**src/rtl/pad_frame_pkg.sv**
```systemverilog
// Shared geometry and state encoding for the padded frame buffer.
// The window reader imports the same constants.
package pad_frame_pkg;

    localparam int PW     = 8;
    localparam int IMG_W  = 256;
    localparam int IMG_H  = 32;
    localparam int ADDR_W = 14;
    localparam int COL_W  = 9;
    localparam int ROW_W  = 6;

    localparam int PAD_W     = IMG_W + 2;
    localparam int MEM_DEPTH = PAD_W * (IMG_H + 2);

    localparam logic [2:0] ST_IDLE   = 3'd0;
    localparam logic [2:0] ST_TOP    = 3'd1;
    localparam logic [2:0] ST_LEFT   = 3'd2;
    localparam logic [2:0] ST_DATA   = 3'd3;
    localparam logic [2:0] ST_RIGHT  = 3'd4;
    localparam logic [2:0] ST_BOTTOM = 3'd5;
    localparam logic [2:0] ST_FIN    = 3'd6;

endpackage

```
**src/rtl/pad_pos_counter.sv**
```systemverilog
// Column/row position within the padded frame, with end-of-run flags
// that the writer FSM uses to leave each border or data segment.
module pad_pos_counter
    import pad_frame_pkg::*;
(
    input  logic clk,
    input  logic rst,
    input  logic col_step,
    input  logic col_clear,
    input  logic row_step,
    input  logic row_load,
    output logic last_pad_col,
    output logic last_img_col,
    output logic last_row
);

    logic [COL_W-1:0] col;
    logic [ROW_W-1:0] row;

    // NOTE: sequential state uses non-blocking assignments so every register
    // samples pre-edge values, independent of statement order.
    always_ff @(posedge clk or posedge rst) begin
        if (rst) begin
            col <= '0;
            row <= '0;
        end else begin
            if (col_clear)
                col <= '0;
            else if (col_step)
                col <= col + 1'b1;

            if (row_load)
                row <= ROW_W'(1);
            else if (row_step)
                row <= row + 1'b1;
        end
    end

    assign last_pad_col = (col == COL_W'(PAD_W - 1));
    assign last_img_col = (col == COL_W'(IMG_W - 1));
    assign last_row     = (row == ROW_W'(IMG_H));

endmodule

```
**src/rtl/pad_frame_writer.sv**
```systemverilog
// Writes a zero-bordered (IMG_W+2) x (IMG_H+2) frame into image memory from a
// raster pixel stream, one sequential address per write.
module pad_frame_writer
    import pad_frame_pkg::*;
(
    input  logic              clk,
    input  logic              rst,
    input  logic              start,
    input  logic [PW-1:0]     pix_in,
    input  logic              pix_valid,
    output logic              pix_ready,
    output logic              mem_wr,
    output logic [ADDR_W-1:0] mem_addr,
    output logic [PW-1:0]     mem_data,
    output logic              busy,
    output logic              done
);

    logic [2:0]        state;
    logic [2:0]        state_nxt;
    logic [2:0]        eff_state;
    logic [ADDR_W-1:0] wr_ptr;
    logic              wr_en;
    logic [PW-1:0]     wr_data;
    logic              col_step;
    logic              col_clear;
    logic              row_step;
    logic              row_load;
    logic              last_pad_col;
    logic              last_img_col;
    logic              last_row;

    pad_pos_counter u_pos (
        .clk          (clk),
        .rst          (rst),
        .col_step     (col_step),
        .col_clear    (col_clear),
        .row_step     (row_step),
        .row_load     (row_load),
        .last_pad_col (last_pad_col),
        .last_img_col (last_img_col),
        .last_row     (last_row)
    );

    // The start edge already issues the first top-border write, so address 0
    // appears in the cycle right after start.
    assign eff_state = (state == ST_IDLE && start) ? ST_TOP : state;
    assign pix_ready = (state == ST_DATA);

    // NOTE: every combinational output gets a default first, so no path
    // through the case leaves a signal unassigned and no latch is inferred.
    always_comb begin
        state_nxt = eff_state;
        wr_en     = 1'b0;
        wr_data   = '0;
        col_step  = 1'b0;
        col_clear = 1'b0;
        row_step  = 1'b0;
        row_load  = 1'b0;
        case (eff_state)
            ST_TOP, ST_BOTTOM: begin
                wr_en = 1'b1;
                if (last_pad_col) begin
                    col_clear = 1'b1;
                    if (eff_state == ST_TOP) begin
                        row_load  = 1'b1;
                        state_nxt = ST_LEFT;
                    end else begin
                        state_nxt = ST_FIN;
                    end
                end else begin
                    col_step = 1'b1;
                end
            end
            ST_LEFT: begin
                wr_en     = 1'b1;
                state_nxt = ST_DATA;
            end
            ST_DATA: begin
                if (pix_valid) begin
                    wr_en   = 1'b1;
                    wr_data = pix_in;
                    if (last_img_col) begin
                        col_clear = 1'b1;
                        state_nxt = ST_RIGHT;
                    end else begin
                        col_step = 1'b1;
                    end
                end
            end
            ST_RIGHT: begin
                wr_en = 1'b1;
                if (last_row) begin
                    state_nxt = ST_BOTTOM;
                end else begin
                    row_step  = 1'b1;
                    state_nxt = ST_LEFT;
                end
            end
            default: state_nxt = ST_IDLE;
        endcase
    end

    always_ff @(posedge clk or posedge rst) begin
        if (rst) begin
            state    <= ST_IDLE;
            wr_ptr   <= '0;
            mem_wr   <= 1'b0;
            mem_addr <= '0;
            mem_data <= '0;
            busy     <= 1'b0;
            done     <= 1'b0;
        end else begin
            state  <= state_nxt;
            mem_wr <= wr_en;
            done   <= (state == ST_FIN);
            busy   <= (eff_state != ST_IDLE) && (eff_state != ST_FIN);
            if (wr_en) begin
                mem_addr <= wr_ptr;
                mem_data <= wr_data;
                wr_ptr   <= wr_ptr + 1'b1;
            end else if (state == ST_FIN) begin
                wr_ptr <= '0;
            end
        end
    end

endmodule
```
**config.mk**
```make
export PLATFORM = sky130hd
export DESIGN_NAME = pad_frame_writer
export DESIGN_NICKNAME = d
export VERILOG_FILES = /design/src/rtl/pad_frame_pkg.sv /design/src/rtl/pad_pos_counter.sv /design/src/rtl/pad_frame_writer.sv
export SDC_FILE = /design/constraint.sdc
export NUM_CORES = 1
export LEC_CHECK = 0
export CORE_UTILIZATION = 50
export DETAILED_ROUTE_END_ITERATION = 10
export GPL_TIMING_DRIVEN = 0
export PLACE_DENSITY = 0.74
export SLEW_MARGIN = 10
export SYNTH_ARGS = -nofsm -noshare
export SYNTH_HDL_FRONTEND = slang
export SYNTH_SLANG_ARGS = --single-unit
```
**constraint.sdc**
```tcl
create_clock -name clk -period 3.37 [get_ports clk]
set_input_delay 0.337 -clock clk [delete_from_list [all_inputs] [get_ports clk]]
set_output_delay 0.337 -clock clk [all_outputs]
set_load 0.01 [all_outputs]
```
==> results of run 1 <==
==> power breakdown <==
| group | switching (mW) | total (mW) | internal [mW] | leakage [nW] |
|---|---|---|---|---|
| clock network | 0.262 | 0.637 | 0.375 | 0.102 |
| logic | 0.492 | 0.993 | 0.501 | 0.794 |
| registers | 0.186 | 1.08 | 0.898 | 0.691 |
| total | 0.939 | 2.71 | 1.77 | 1.59 |
==> path summary, 6_finish.rpt <==
check | endpoint | slack (ns) | cells past startpoint
worst max-delay path | u_pos.col[8] | 1.20 | 8
worst min-delay path | u_pos.col[1] | 0.31 | 2
worst max register to register | u_pos.col[8] | 1.20 | 8
worst min register to register | mem_addr[8] | 0.47 | 2
max in group asynchronous | mem_addr[8] | 2.52 | 3
min in group clk | mem_addr[8] | 0.47 | 2
==> final cells by class <==
cell class              count  area, um^2
multi-input cells         186        1120
plain buffers              11        98.8
flip-flops and latches     57        1430
well taps                  70        87.6
clock inverters             3        40.0
fillers                   448        1780
clock buffers              12         155
repair buffers             38         390
inverters                  10        37.5
==> routing by layer <==
layer	track usage	wire length [um]	vias up
met3	0.0397	181	13
met2	0.312	2440	46
li1	-	-	1017
met4	0.111	112	0
met1	0.289	2410	982
met5	0	0	-
==> state kept, by name, summed over array words and instances (netlist names) <==
| signal | cells |
|---|---|
| mem_wr | 1 |
| state | 3 |
| done | 1 |
| u_pos.row | 6 |
| mem_addr | 14 |
| mem_data | 8 |
| busy | 1 |
| u_pos.col | 9 |
| wr_ptr | 14 |
==> metrics by stage <==
stage          area, um^2  cells  hold WS (ns)  setup slack, ns
3_5_place_dp         3160    372         0.462             1.14
5_1_grt              3360    387         0.362             1.02
4_1_cts              3360    387         0.318             1.20
2_1_floorplan        2690    264         0.470             1.40
3_3_place_gp         3140    371         0.459            0.630
6_report             3360    387         0.307             1.20
==> placed cells by master (no fill, tap or decap), types with 3 or more instances in the layout <==
cell type and n:
mux2i_1 6, clkbuf_8 11, nand2_1 56, o2111ai_1 3
and3_1 5, a21oi_1 3, inv_1 8, ha_1 7
xor2_1 8, nor2_1 18, buf_4 3, nand3_1 17
xnor2_1 5, clkdlybuf4s50_1 37, nand4_1 5, buf_6 6
nand2b_1 4, or3_1 3, dfrtp_1 57, a22o_1 8
o21ai_0 9
==> worst register-to-register path: cells and delay by family, from the launching register on <==
family / cells / cell delay [ns]
AO/OA/AOI/OAI: 1 / 0.23
adder cells (fa/ha/maj): 1 / 0.18
buffers and inverters: 1 / 0.16
flip-flops: 1 / 0.43
AND/OR/NAND/NOR: 5 / 1.09
==> cell families (layout without fill, tap and decap cells) <==
logic type | after synthesis | in the layout | synth area share
fa+ha+maj | 7 | 7 | 0.0326
buf+inv | 21 | 74 | 0.0508
compound gates | 36 | 36 | 0.0978
simple gates | 123 | 123 | 0.219
mux | 7 | 7 | 0.0265
xor+xnor | 13 | 13 | 0.0424
flops | 57 | 57 | 0.531
==> metrics.txt, run 1 <==
crit path buf inv count 1; highest cell delay on the worst timing path about 0.43 ns; CP endpoint kind register; peak supply drop 498 uV; io pins 38; Setup TNS 0 ns; crit-path max FO 6; vias per inst about 5.3; fin nets approximately 330; Crit path top cell by count and3_1; CP Class register to register; FF-to-FF Start u_pos.col[2]; Die X 75.3 um; CTS clock-pin slew for the worst setup and hold paths around 0.060 ns; Core ar. roughly 5100 um^2; Rel. slew slack 0.631; leading post-synthesis cells by cell area dfrtp_1 53%, nand2_1 7.8%, ha_1 3.3%, nand3_1 3.2%, a22o_1 2.6%; Synth Flop Type dfrtp_1; CP cell instances and3_1 -> and3_1 -> and3_1 -> ha_1 -> and2b_2 -> or2_0 -> buf_2 -> a211oi_1; fin. max-slew vios 0; # rows 26; delay-heaviest family, CP simple AND/OR/NAND/NOR gates; Hold Buf Count CTS 0; Synth top cells by count 57 x dfrtp_1, 56 x nand2_1, 18 x nor2_1; number of flops mapped to enable cells by yosys 0; RSZ-0062 raised after global routing no; Initial DRC Count 157; n_diodes 0; Final HPWL DP ~3600 um; Detail Route Antenna Nets 0; Yosys top cell area share 0.531; Setup violations, final 0; Slowest-stage cell, CP dfrtp_1; # Post-CTS Setup Buffers 0; Tmin final between 2 and 2.5 ns; global-route wire length before repair between 8000 and 9000 um; number of antenna violations at the first check in global routing 0; ratio of cells with drive above 1 in the final layout 0.101; wire length per cell ~13 um; Power Dens Cells between 800 and 900 nW/um^2; CTS H-tree depth 3; post-CTS sizing 0; DRC Markers 0; Total Routing Usage GR 0.208; vias in the first global route 1829; Yosys cell types 44; later-pin clock latency in the skew report ~0.33 ns; Syn. warnings 0; Req. time, crit path around 3.6 ns; synthesized flop and latch total 57; Avg Cell Area, Syn 10.2 um^2; Die Height around 75 um; CP Launch Type register; critical path arrival around 2.4 ns; largest net degree at the start of global routing 41; number of max-cap violations 0; Synth area leader dfrtp_1; Initial Utilization 0.523; drt pass-1 iters 4; DR vias between 2000 and 2500; post-synthesis sequential area ratio 0.531; final wirelength 5140 um; Port Buf Inserts 37; Tightest Pin Transition approximately 0.55 ns; maximum clock insertion buffer count 2; Syn Nets 283; Critical Path Source u_pos.col[2]; CTS tree built; Worst Hold Class input pin to async pin; Final Hold Fails 0; cts bufs inserted 9; Mapped Area 2690 um^2; P_leak around 1.6 nW; Util after Layout 0.654; Async SR Flop Fraction 1.00; clk sinks 57; status finished, final reports clean; Syn-to-layout area delta 25.1%; FMAX 460 MHz; fin crit share 0.645; DIE AREA about 5700 um^2; Overflow after GRT 0; overall power 2.71 mW; most frequent cell after synthesis dfrtp_1; skew final between 0.004 and 0.005 ns; GP Congestion approximately 0.8; post-synthesis cell count 264; root buf cell clkbuf_8
Note: power is estimated with default switching activity, not from simulation.
==> run 2: changes to the inputs <==
--- a/config.mk
+++ b/config.mk
@@ -5,10 +5,10 @@
 export SDC_FILE = /design/constraint.sdc
 export NUM_CORES = 1
 export LEC_CHECK = 0
-export CORE_UTILIZATION = 50
+export CORE_UTILIZATION = 49
 export DETAILED_ROUTE_END_ITERATION = 10
 export GPL_TIMING_DRIVEN = 0
-export PLACE_DENSITY = 0.74
+export PLACE_DENSITY = 0.76
 export SLEW_MARGIN = 10
 export SYNTH_ARGS = -nofsm -noshare
 export SYNTH_HDL_FRONTEND = slang
==> constraint.sdc (replaced) <==
create_clock -name clk -period 1.93 [get_ports clk]
set_input_delay 0.193 -clock clk [delete_from_list [all_inputs] [get_ports clk]]
set_output_delay 0.193 -clock clk [all_outputs]
set_load 0.01 [all_outputs]
==> run 2 against run 1 <==
The flow now finishes with violations (setup timing); clock-buffer cell count shrank 2; first-iteration DRC count shrank 6.4%; final cell count grew 2.3%; non-clock buffer count grew 8; global-route usage shrank 0.15 points; worst hold slack lost 0.13 ns; highest routed layer unchanged; sequential share of layout area shrank 2.2 points; critical path depth grew 1; power grew 93%; via count grew 3.6%.
==> metrics.txt, run 2 (synthesis gave the netlist of run 1 again) <==
status finished, violations left (was finished, final reports clean); failing checks setup timing; Req. time, crit path 2.15 ns (was 3.61 ns); Worst Hold Class input pin to async pin (unchanged); wire length per cell 13.8 um (was 13.3 um); # rows 26 (unchanged); Initial DRC Count 147 (was 157); Final Hold Fails 0 (unchanged); Crit path top cell by count and3_4 (was and3_1); io pins 38 (unchanged); number of max-cap violations 0 (unchanged); DRC Markers 0 (unchanged); largest registers mem_addr: 14 flops, wr_ptr: 14 flops, u_pos.col: 9 flops (unchanged); cts bufs inserted 9 (unchanged); global-route layer with the greatest usage met2 (unchanged); highest cell delay on the worst timing path 0.35 ns (was 0.43 ns); later-pin clock latency in the skew report 0.34 ns (was 0.33 ns); critical path arrival 2.22 ns (was 2.42 ns); Die Height 76.0 um (was 75.3 um); DIE AREA 5780 um^2 (was 5670 um^2); GP Congestion 0.820 (was 0.799); ratio of cells with drive above 1 in the final layout 0.172 (was 0.101); Core ar. 5200 um^2 (was 5140 um^2); Total Routing Usage GR 0.207 (was 0.208); vias in the first global route 1984 (was 1829); Die X 76.0 um (was 75.3 um); Overflow after GRT 0 (unchanged); FMAX 502 MHz (was 460 MHz); CP cell instances and3_4 -> and3_4 -> and3_4 -> ha_4 -> and2b_2 -> or2_1 -> buf_6 -> xnor2_2 -> nor2_1 (was and3_1 -> and3_1 -> and3_1 -> ha_1 -> and2b_2 -> or2_0 -> buf_2 -> a211oi_1); CP Class register to register (unchanged); Setup violations, final 3 (was 0); skew final 0.00536 ns (was 0.00489 ns); global-route wire length before repair 9290 um (was 8610 um); stages on the worst setup path 9 (was 8); met1 usage 0.272 (was 0.289); Setup TNS -0.147 ns (was 0 ns); maximum clock insertion buffer count 2 (unchanged); DR vias 2132 (was 2058); vias per inst 5.38 (was 5.32); fin nets 340 (was 332); n_diodes 0 (unchanged); Power Dens Cells 1470 nW/um^2 (was 808 nW/um^2); fin crit share 1.03 (was 0.645); final wirelength 5480 um (was 5140 um); Port Buf Inserts 37 (unchanged); drt pass-1 iters 4 (unchanged); Initial Utilization 0.516 (was 0.523); Util after Layout 0.682 (was 0.654); Hold Buf Count CTS 0 (unchanged); Tightest Pin Transition 0.521 ns (was 0.554 ns); Syn-to-layout area delta 32.1% (was 25.1%); met3 usage in global routing 0.0611 (was 0.0397); P_leak 1.67 nW (was 1.59 nW); Rel. slew slack 0.652 (was 0.631); Slowest-stage cell, CP dfrtp_1 (unchanged); largest net degree at the start of global routing 39 (was 41); clk sinks 57 (unchanged); CTS H-tree depth 3 (unchanged); Tmin final 1.99 ns (was 2.17 ns); number of antenna violations at the first check in global routing 0 (unchanged); CTS clock-pin slew for the worst setup and hold paths 0.07 ns (was 0.06 ns); peak supply drop 840 uV (was 498 uV); CP Launch Type register (unchanged); fin. max-slew vios 0 (unchanged); CP endpoint kind register (unchanged); delay-heaviest family, CP simple AND/OR/NAND/NOR gates (unchanged); Final HPWL DP 3610 um (was 3620 um); CTS tree built (unchanged); RSZ-0062 raised after global routing yes (was no); final worst setup slack -0.0622 ns (was 1.20 ns); Detail Route Antenna Nets 0 (unchanged); met2 GRT Util 0.328 (was 0.312); crit path buf inv count 1 (unchanged); crit-path max FO 6 (unchanged); commonest cells after routing, fill and taps aside 55 x nand2_1, 55 x dfrtp_1, 36 x clkdlybuf4s50_1 (was 57 x dfrtp_1, 56 x nand2_1, 37 x clkdlybuf4s50_1); root buf cell clkbuf_8 (unchanged); Reg2Reg Depth 9 (was 8)
-- run 2: cell types whose count changed in the layout (fill, tap and decap cells not counted), moves of 2 or more --
cell,previous run,this run
a211oi_1,2,0
a211oi_2,0,2
and3_1,5,2
and3_4,0,3
buf_4,3,11
bufinv_16,1,3
dfrtp_1,57,55
dfrtp_2,0,2
nor2_1,18,15
nor2_2,1,4
-- run 2: what timing repair did --
action | 4_1_cts | 5_1_grt
buffers inserted | 5 | 3
gates resized for setup | 9 | 10
endpoints found under the setup margin | 9 | 15
hold endpoints to repair | 0 | 0
pin swaps | 3 | 2
-- run 2: routing by layer --
metal  up-vias  share of wire  wire length (um)
met5         -              0                 0
met4         0          0.017                94
met3        12          0.046               250
met2        49           0.49              2690
met1      1037           0.45              2440
li1       1034              -                 -
-- run 2: path summary, 6_finish.rpt --
kind / endpoint / from / slack (ns)
worst max-delay path: u_pos.col[0] / u_pos.col[4] / -0.06
worst min-delay path: mem_data[2] / rst / 0.18
worst max register to register: u_pos.col[0] / u_pos.col[4] / -0.06
worst min register to register: mem_addr[5] / mem_addr[5] / 0.47
max in group asynchronous: wr_ptr[2] / rst / 1.20
min in group clk: mem_data[6] / pix_in[6] / 0.45
-- run 2: through the flow --
step / area (um^2) / power [mW] / worst slack [ns] / hold WS, ns / instances
2_1_floorplan: 2690 / 2.97 / -0.00139 / 0.326 / 264
5_1_grt: 3550 / 5.59 / -0.143 / 0.218 / 396
6_report: 3550 / 5.23 / -0.0622 / 0.176 / 396
3_5_place_dp: 3170 / 3.66 / -0.175 / 0.462 / 372
4_1_cts: 3490 / 5.18 / -0.0448 / 0.183 / 393
3_3_place_gp: 3150 / 3.60 / -0.695 / 0.459 / 371
-- run 2: worst reg2reg max path, stage by stage (launching register included) --
cell and delay, ns:
dfrtp_1 0.35, and3_4 0.20, and3_4 0.19, and3_4 0.20, ha_4 0.14, and2b_2 0.25
or2_1 0.23, buf_6 0.14, xnor2_2 0.12, nor2_1 0.05
-- run 2: area by class of cell --
class | instances | area [um^2]
fill | 413 | 1660
timing repair buffer | 46 | 453
buffer | 11 | 105
clock buffer | 10 | 138
clock inverter | 6 | 105
inverter | 10 | 37.5
tap | 70 | 87.6
multi-input combinational | 186 | 1190
sequential | 57 | 1430
-- run 2: power breakdown --
group	internal [mW]	total [mW]	switching, mW
Sequential	1.57	1.88	0.313
Clock	0.885	1.36	0.476
Combinational	1.03	1.98	0.956
Total	3.49	5.23	1.74
==> run 3: changes to the inputs <==
--- a/config.mk
+++ b/config.mk
@@ -5,6 +5,7 @@
 export SDC_FILE = /design/constraint.sdc
 export NUM_CORES = 1
 export LEC_CHECK = 0
+export CORE_MARGIN = 2
 export CORE_UTILIZATION = 49
 export DETAILED_ROUTE_END_ITERATION = 10
 export GPL_TIMING_DRIVEN = 0
==> constraint.sdc (replaced) <==
create_clock -name clk -period 1.93 [get_ports clk]
set_input_delay 0.193 -clock clk [delete_from_list [all_inputs] [get_ports clk]]
set_output_delay 0.193 -clock clk [all_outputs]
set_load 0.05 [all_outputs]
==> run 3 against run 2 <==
The run still ends with setup timing left; global-route usage down 1.3 points; power rose by 7.2%; die area increased by 5.3%; clock-buffer cell count grew 1; clock power fell by 18%; critical endpoint is now u_pos.col[5]; largest cell class unchanged; largest power group unchanged.
==> metrics.txt, run 3 (synthesis gave the netlist of run 1 again) <==
status finished, violations left (unchanged); failing checks setup timing (unchanged); number of max-cap violations 0 (unchanged); Hold Buf Count CTS 0 (unchanged); fin nets 342 (was 340); GP Congestion 0.759 (was 0.820); CTS H-tree depth 3 (unchanged); maximum clock insertion buffer count 2 (unchanged); global-route wire length before repair 9270 um (was 9290 um); io pins 38 (unchanged); DR vias 2135 (was 2132); crit-path max FO 6 (unchanged); Initial DRC Count 176 (was 147); largest net degree at the start of global routing 35 (was 39); Core ar. 5200 um^2 (unchanged); number of antenna violations at the first check in global routing 0 (unchanged); commonest cells after routing, fill and taps aside 55 x nand2_1, 55 x dfrtp_1, 36 x clkdlybuf4s50_1 (unchanged); largest registers mem_addr: 14 flops, wr_ptr: 14 flops, u_pos.col: 9 flops (unchanged); DIE AREA 6090 um^2 (was 5780 um^2); P_leak 1.64 nW (was 1.67 nW); critical path arrival 2.28 ns (was 2.22 ns); CP Class register to register (unchanged); Rel. slew slack 0.652 (about the same); Setup violations, final 5 (was 3); drt pass-1 iters 4 (unchanged); n_diodes 0 (unchanged); # rows 26 (unchanged); CTS clock-pin slew for the worst setup and hold paths 0.07 ns (about the same); Total Routing Usage GR 0.194 (was 0.207); ratio of cells with drive above 1 in the final layout 0.192 (was 0.172); Final Non-Filler Cells 398 (was 396); Syn-to-layout area delta 31.5% (was 32.1%); Detail Route Antenna Nets 0 (unchanged); final worst setup slack -0.0817 ns (was -0.0622 ns); Port Buf Inserts 37 (unchanged); later-pin clock latency in the skew report 0.34 ns (about the same); vias per inst 5.36 (was 5.38); Tightest Pin Transition 0.521 ns (about the same); DRC Markers 0 (unchanged); Overflow after GRT 0 (unchanged); Worst Hold Class input pin to async pin (unchanged); clk sinks 57 (unchanged); RSZ-0062 raised after global routing yes (unchanged); post-placement cell area 3170 um^2 (unchanged); CP Launch Type register (unchanged); fin crit share 1.04 (was 1.03); vias in the first global route 2065 (was 1984); Req. time, crit path 2.19 ns (was 2.15 ns); fin. max-slew vios 0 (unchanged); final wirelength 5770 um (was 5480 um); Tmin final 2.01 ns (was 1.99 ns); Setup TNS -0.210 ns (was -0.147 ns); Final Hold Fails 0 (unchanged); Util after Layout 0.679 (was 0.682); Die Height 78.0 um (was 76.0 um); peak supply drop 861 uV (was 840 uV); skew final 0.00513 ns (was 0.00536 ns); Initial Utilization 0.516 (unchanged); Final HPWL DP 3700 um (was 3610 um); CP endpoint kind register (unchanged); FMAX 497 MHz (was 502 MHz); root buf cell clkbuf_8 (unchanged); CTS tree built (unchanged); worst slack, placed -0.203 ns (was -0.175 ns); Power Dens Cells 1590 nW/um^2 (was 1470 nW/um^2); Design Area, Final 3530 um^2 (was 3550 um^2); wire length per cell 14.5 um (was 13.8 um); Placed Instances 372 (unchanged); cts bufs inserted 9 (unchanged); Die X 78.0 um (was 76.0 um)
run 3: changes by cell type in the layout (fill, tap and decap cells not counted), moves of 2 or more:
cell        before  now
buf_4           11   13
or3_4            0    2
bufinv_16        3    1
or3_1            3    1
a21oi_1          3    1
a21oi_2          0    2
clkinvlp_4       0    2
run 3: area by class of cell:
type | count | area, um^2
Clock inverter | 5 | 55.1
Clock buffer | 11 | 141
Fill cell | 411 | 1670
Timing Repair Buffer | 48 | 460
Inverter | 10 | 37.5
Tap cell | 70 | 87.6
Sequential cell | 57 | 1430
Multi-Input combinational cell | 186 | 1220
Buffer | 11 | 105
run 3: worst max-delay path: stages (launching register included):
cell and delay [ns]:
dfrtp_1 0.39, and3_4 0.20, and3_4 0.18, and3_4 0.16, ha_4 0.15, and2b_4 0.29
nor2_4 0.06, or3_4 0.37, a21oi_2 0.15
run 3: where the power goes:
part           internal [mW]  total [mW]  switching [mW]
Clock                  0.626        1.11           0.485
Combinational           1.01        2.59            1.59
Sequential              1.57        1.90           0.328
Total                   3.20        5.60            2.40
run 3: per-stage QoR:
step                hold slack (ns)  power, mW
finish                        0.205       5.60
global placement              0.457       4.20
global route                  0.287       5.92
CTS                           0.228       5.49
floorplan                     0.326       3.56
detailed placement            0.464       4.26
run 3: path summary, 6_finish.rpt:
path	start	endpoint	slack (ns)	cells after the start
max in group asynchronous	rst	u_pos.col[2]	1.17	3
min in group clk	pix_in[3]	mem_data[3]	0.46	2
setup / recovery	u_pos.col[4]	u_pos.col[5]	-0.08	8
hold / removal	rst	u_pos.col[1]	0.20	2
setup reg to reg	u_pos.col[4]	u_pos.col[5]	-0.08	8
hold reg to reg	mem_addr[7]	mem_addr[7]	0.47	2
run 3: timing repair:
item	in CTS	in global routing
resized for setup	12	15
buffers inserted	6	4
pin swaps	4	7
setup endpoints to repair	10	15
run 3: per-layer routing:
layer	up-vias	GRT usage	wire [um]
met3	15	0.0310	202
met2	49	0.319	2790
li1	1037	-	-
met1	1034	0.253	2640
met4	0	0.0895	132
met5	-	0	0
